### src/rtl/dii_packet_buffer.sv
// Flit buffer for DII packets: circular {last, data} storage with an optional
// store-and-forward mode that only releases complete packets.
module dii_packet_buffer #(
   parameter int DATA_WIDTH = 16,
   parameter int DEPTH      = 8,
   parameter int FULLPACKET = 0
) (
   input  logic                         clk,
   input  logic                         rst,
   input  logic                         in_valid,
   input  logic                         in_last,
   input  logic [DATA_WIDTH-1:0]        in_data,
   output logic                         in_ready,
   output logic                         out_valid,
   output logic                         out_last,
   output logic [DATA_WIDTH-1:0]        out_data,
   input  logic                         out_ready,
   output logic [$clog2(DEPTH+1)-1:0]   level,
   output logic [$clog2(DEPTH+1)-1:0]   packet_count
);

   localparam int AW = $clog2(DEPTH);
   localparam int CW = $clog2(DEPTH+1);

   logic [DATA_WIDTH:0] mem [DEPTH];
   logic [AW-1:0]       wr_ptr;
   logic [AW-1:0]       rd_ptr;
   logic                full;
   logic                empty;
   logic                push;
   logic                pop;

   assign full     = (level == CW'(DEPTH));
   assign empty    = (level == '0);
   assign in_ready = !full;
   assign push     = in_valid && in_ready;
   assign pop      = out_valid && out_ready;

   assign out_last = mem[rd_ptr][DATA_WIDTH];
   assign out_data = mem[rd_ptr][DATA_WIDTH-1:0];

   // In packet mode a full buffer must still drain, otherwise a packet longer
   // than the buffer would never see its last flit arrive.
   always_comb begin
      out_valid = !empty;
      if (FULLPACKET != 0)
         out_valid = !empty && ((packet_count != '0) || full);
   end

   always_ff @(posedge clk) begin
      if (push)
         mem[wr_ptr] <= {in_last, in_data};
   end

   always_ff @(posedge clk) begin
      if (rst) begin
         wr_ptr       <= '0;
         rd_ptr       <= '0;
         level        <= '0;
         packet_count <= '0;
      end else begin
         if (push)
            wr_ptr <= wr_ptr + AW'(1);
         if (pop)
            rd_ptr <= rd_ptr + AW'(1);

         case ({push, pop})
            2'b10:   level <= level + CW'(1);
            2'b01:   level <= level - CW'(1);
            default: level <= level;
         endcase

         case ({push && in_last, pop && out_last})
            2'b10:   packet_count <= packet_count + CW'(1);
            2'b01:   packet_count <= packet_count - CW'(1);
            default: packet_count <= packet_count;
         endcase
      end
   end

endmodule

### config.mk
export PLATFORM = sky130hd
export DESIGN_NAME = dii_packet_buffer
export DESIGN_NICKNAME = d
export VERILOG_FILES = /design/src/rtl/dii_packet_buffer.sv
export SDC_FILE = /design/constraint.sdc
export NUM_CORES = 1
export LEC_CHECK = 0
export CORE_MARGIN = 2
export CORE_UTILIZATION = 62
export CTS_CLUSTER_SIZE = 24
export DETAILED_ROUTE_END_ITERATION = 10
export PLACE_DENSITY_LB_ADDON = 0.08
export SLEW_MARGIN = 40
export SYNTH_ARGS = -nofsm -noshare
export SYNTH_HDL_FRONTEND = slang
export SYNTH_SLANG_ARGS = --single-unit
### constraint.sdc
create_clock -name clk -period 6.7 [get_ports clk]
set_clock_uncertainty 0.1 [all_clocks]
set_input_delay 1.005 -clock clk [delete_from_list [all_inputs] [get_ports clk]]
set_output_delay 1.005 -clock clk [all_outputs]
set_load 0.03 [all_outputs]
=== Yosys cells after proc, flatten, opt, wreduce, memory -nomap -nowiden ===
Memory sizes are Yosys's and may differ from the RTL's. A register that Yosys moved wholly into a read port is not among the register bits.
Index checks and enable logic that the tools add are counted.

* $add $sub $neg: 6
* Equality and inequality tests: 5
* Multiplexer cells: 6
* Reduce and logical (&&, ||, !) cells: 9

{| class="wikitable"
|+ Operator list
! cell !! count
|-
| $pmux 4 s2 || 2
|-
| $add 4x1->4 const B || 2
|-
| $sub 4x1->4 const B || 2
|-
| $add 3x1->3 const B || 2
|-
| $mux 3 || 2
|-
| $eq 2x1->1 const B || 2
|-
| $eq 2x2->1 const B || 2
|-
| $eq 4x4->1 const B || 1
|-
| $logic_and 1x1->1 || 4
|-
| $logic_not 4->1 || 1
|-
| $reduce_bool 2->1 || 2
|-
| $logic_not 1->1 || 2
|-
| $mux 1 || 2
|}

* Flip-flop bits (word level): 14
* Memory bits (writable): 136
* Bits of input ports: 21
* Output and inout bits: 27
* Word-level logic and storage cells: 31
* Memories: 1

{| class="wikitable"
|+ Memory list
! name !! words !! bits a word !! rd ports !! clocked after memory_dff !! wr ports !! line !! text
|-
| mem || 8 || 17 || 1 || 1 || 1 || 25 || <nowiki>logic [DATA_WIDTH:0] mem [DEPTH];</nowiki>
|}

=== Depth between registers and ports, before layout ===
* Depth after elaboration: 6
* Gate-level depth with buffers: 11
* Depth with buffers taken out: 10

=== Least setup slack after synthesis ===
Ideal clock, no wire load.

* Path type: input to register
* From: in in_valid
* To: mem mem[0][0] (netlist bit), enable pin
* Setup time: 0.435 ns
* Arrival time: 2.732 ns
* Data required time: 6.165 ns
* Path slack: 3.434 ns
* Stages: 2
* Path buffers: 0
* Cell sequence: nand2_8 nor4_1

* Longest elaborated chain between the ends: 3

{| class="wikitable"
|+ RTL lines
! element !! line !! text
|-
| start: declaration || 10 || <nowiki>input logic in_valid,</nowiki>
|-
| $logic_and 1x1->1 || 36 || <nowiki>assign push = in_valid && in_ready;</nowiki>
|-
| $mux 1 || 51 || <nowiki>if (push)</nowiki>
|-
| $mux 1 (not written as such) || 52 || <nowiki>mem[wr_ptr] <= {in_last, in_data};</nowiki>
|-
| end: declaration || 25 ||
|}

Every way passes these cells.

==> flow_metrics.py <==
metrics = {
    "clock_network": {
        "cts_tree": "yes",
        "cts_setup_buffers": 0,
        "clk_path_buf_depth": 2,
        "ctsResizeCount": 0,
        "htree_num_levels": 4,
        "clkTransAtPathRegs_ns": 0.06,
        "cts.sinks": 153,
        "clockRootBuffer": "clkbuf_8",
        "hold_buffers": 0,
        "insertion_delay_ns": 0.52,
        "cts_buffers": 17,
    },
    "synth": {
        "ys_warn_count": 0,
        "synth-compound-area-share_pct": 1.38,
        "synthArstFlopShare_pct": 0,
        "synth_flop_cell": "edfxtp_1",
        "synth.distinct_cells": 41,
        "synth_sequential_area_ratio_pct": 71.7,
        "synthAdderAreaFrac_pct": 1.95,
        "synth_top_family_by_area": "multiplexers",
        "synthSimpleGateAreaFrac_pct": 3.95,
        "synth_mux_area_share_pct": 17.5,
        "syn-cell-area_um2": 6170,
        "syn_area_per_cell_um2": 20.5,
        "syn-num-nets": 331,
        "synth_xor_area_share_pct": 1.40,
        "synth_cells": 301,
        "synth_seq_cells": 153,
        "synth_edf_count": 136,
    },
    "hold_path": {
        "hold_depth": 2,
        "min-delay-path-class": "register to register",
    },
    "timing": {
        "fin_crit_sh_pct": 58.4,
        "clock.fmax_mhz": 256,
        "drv_slew": 0,
        "setup_viol": 0,
        "setup_tns_ns": 0,
        "final.setup.worst_slack_ns": 2.79,
        "period_needed_ns": 3.91,
        "relSlewSlack_pct": 45.9,
        "worstMarginPinSlew_ns": 0.812,
        "final_hold_viol_count": 0,
        "rsz0062_at_grt": "false",
    },
    "setup_path": {
        "crit_path_start_kind": "register",
        "path_depth": 3,
        "crit_family": "multiplexers",
        "arrival_ns": 2.81,
        "max_stage_delay_ns": 0.74,
        "crit_slowest_cell": "dfxtp_4",
        "cp_num_buf_inv": 1,
        "critPathCaptureType": "output pin",
        "crit_type": "register to output pin",
        "reg2regPathDepth": 9,
        "crit_chain": "mux4_1 -> mux2_2 -> clkdlybuf4s50_1",
        "path_max_fanout": 34,
        "required_ns": 5.59,
    },
    "final_layout": {
        "nets": 390,
        "n_fill_cell": 568,
        "area_growth_syn_to_layout_pct": 20.1,
        "antenna_cells": 0,
        "fin_area_um2": 7410,
        "drive_above_1_share_pct": 21.4,
    },
    "routing": {
        "wl_per_cell_um": 21.7,
        "firstDrtPassIters": 5,
        "drt_iter0_markers": 144,
        "wl_um": 11000,
        "viasPerCell": 5.89,
        "drc": 0,
        "antenna_left": 0,
        "vias": 2980,
    },
    "place": {
        "place_ws_ns": 3.11,
        "io_buffer_count": 47,
        "place_area_um2": 6790,
        "place_congestion": 0.756,
        "dp_hpwl_um": 6250,
    },
    "pwr": {
        "ir_drop_v": 0.000196,
        "p_per_area_nw_per_um2": 375,
        "leakagePower_nw": 2.47,
    },
    "die": {
        "die-area_um2": 10800,
        "initial_core_util_pct": 63.4,
        "die_y_um": 104,
        "coreArea_um2": 9730,
        "rows": 36,
        "io-pin-count": 48,
        "die_x_um": 104,
    },
    "run": {
        "drv_cap": 0,
    },
    "global_routing": {
        "grt_pass1_wl_um": 17400,
        "grt_overflow": 0,
        "grt_antenna_before_repair": 0,
        "grt_usage_pct": 22.1,
        "grt_pass1_vias": 3133,
        "grt_max_degree": 35,
    },
    "outcome": {
        "status": "complete, no violations",
    },
}
==> layout make-up <==
class                           count  area (um2)  area share (%)
Inverter                            3        11.3           0.152
Sequential cell                   153        4430            59.8
Tap cell                          133         166            2.25
Timing Repair Buffer               55         531            7.16
Clock buffer                       25         582            7.85
Multi-Input combinational cell    130        1650            22.2
Clock inverter                      7        42.5           0.574
==> routing by layer <==
layer	GRT usage [%]	wire length [um]	part of all wire, %	vias up
met5	0	0	0	-
met4	6.66	102	0.93	0
met3	6.92	540	4.9	10
met2	36.5	5650	51	75
met1	28.7	4700	43	1535
li1	-	-	-	1360
==> where the power goes <==
| group | switching (mW) | internal [mW] | total [mW] |
|---|---|---|---|
| registers | 0.0936 | 1.11 | 1.20 |
| clock network | 0.357 | 0.598 | 0.954 |
| logic | 0.307 | 0.320 | 0.627 |
| total | 0.758 | 2.03 | 2.78 |
==> cells in the mapped netlist (3+ instances only) <==
cell type / count / share of area [%]
nand2_1: 3 / 0.18
clkbuf_1: 5 / 0.30
edfxtp_1: 136 / 66
xor2_1: 7 / 0.99
nor3_1: 4 / 0.32
inv_1: 3 / 0.18
dfxtp_1: 17 / 5.5
buf_1: 3 / 0.18
mux4_1: 25 / 11
nor2_1: 17 / 1.0
nand3_1: 5 / 0.41
mux4_2: 9 / 3.3
a21oi_1: 7 / 0.57
mux2_2: 17 / 3.1
buf_6: 3 / 0.55
ha_1: 8 / 1.6
==> registers in the layout, indices dropped and copies added (netlist names), named ones only <==
name and cells:
packet_count 4, level 4, mem 136, wr_ptr 3, rd_ptr 3
==> cell usage in the layout (no fill, tap or decap), types with 2 or more instances in the layout <==
master / instances
mux4_1: 25
clkdlybuf4s50_1: 47
or4_1: 2
a21oi_1: 7
nor2_2: 2
clkbuf_8: 2
dfxtp_2: 2
ha_1: 8
mux4_2: 9
o21ai_0: 2
nor2_1: 15
mux2_2: 17
clkinv_2: 4
dfxtp_1: 14
nand2b_1: 2
clkbuf_16: 22
mux2i_1: 2
inv_1: 3
buf_4: 8
nor2b_1: 2
nand2_1: 3
nor3_2: 4
nand3_1: 5
o31ai_1: 2
edfxtp_1: 136
xor2_1: 7
==> worst paths after layout <==
kind / start / end / slack (ns)
hold / removal: packet_count[3] / packet_count[3] / 0.40
setup reg to reg: register / packet_count[3] / 3.25
setup / recovery: register / out_data[15] / 2.79
hold reg to reg: packet_count[3] / packet_count[3] / 0.40
==> kinds of logic (layout without fill, tap and decap cells) <==
family / count (synthesis) / after routing
multiplexers: 54 / 54
buffers and inverters: 18 / 90
XOR/XNOR: 9 / 9
AND/OR/NAND/NOR: 44 / 44
flip-flops: 153 / 153
AO/OA/AOI/OAI: 14 / 14
adder cells (fa/ha/maj): 9 / 9
==> worst min-delay path, stage by stage (launching register included) <==
cell     delay (ns)
dfxtp_1        0.33
o31ai_1        0.07
a21oi_1        0.06
==> stage by stage <==
stage               util [%]  power, mW  std cells  hold slack (ns)
floorplan                  -       1.66        301            0.385
global placement        69.7       1.83        474            0.383
detailed placement      69.8       1.85        474            0.385
CTS                     76.2       2.80        506            0.398
global route            76.2       2.89        506            0.427
finish                  76.2       2.78        506            0.403
Note: power is estimated with default switching activity, not from simulation.
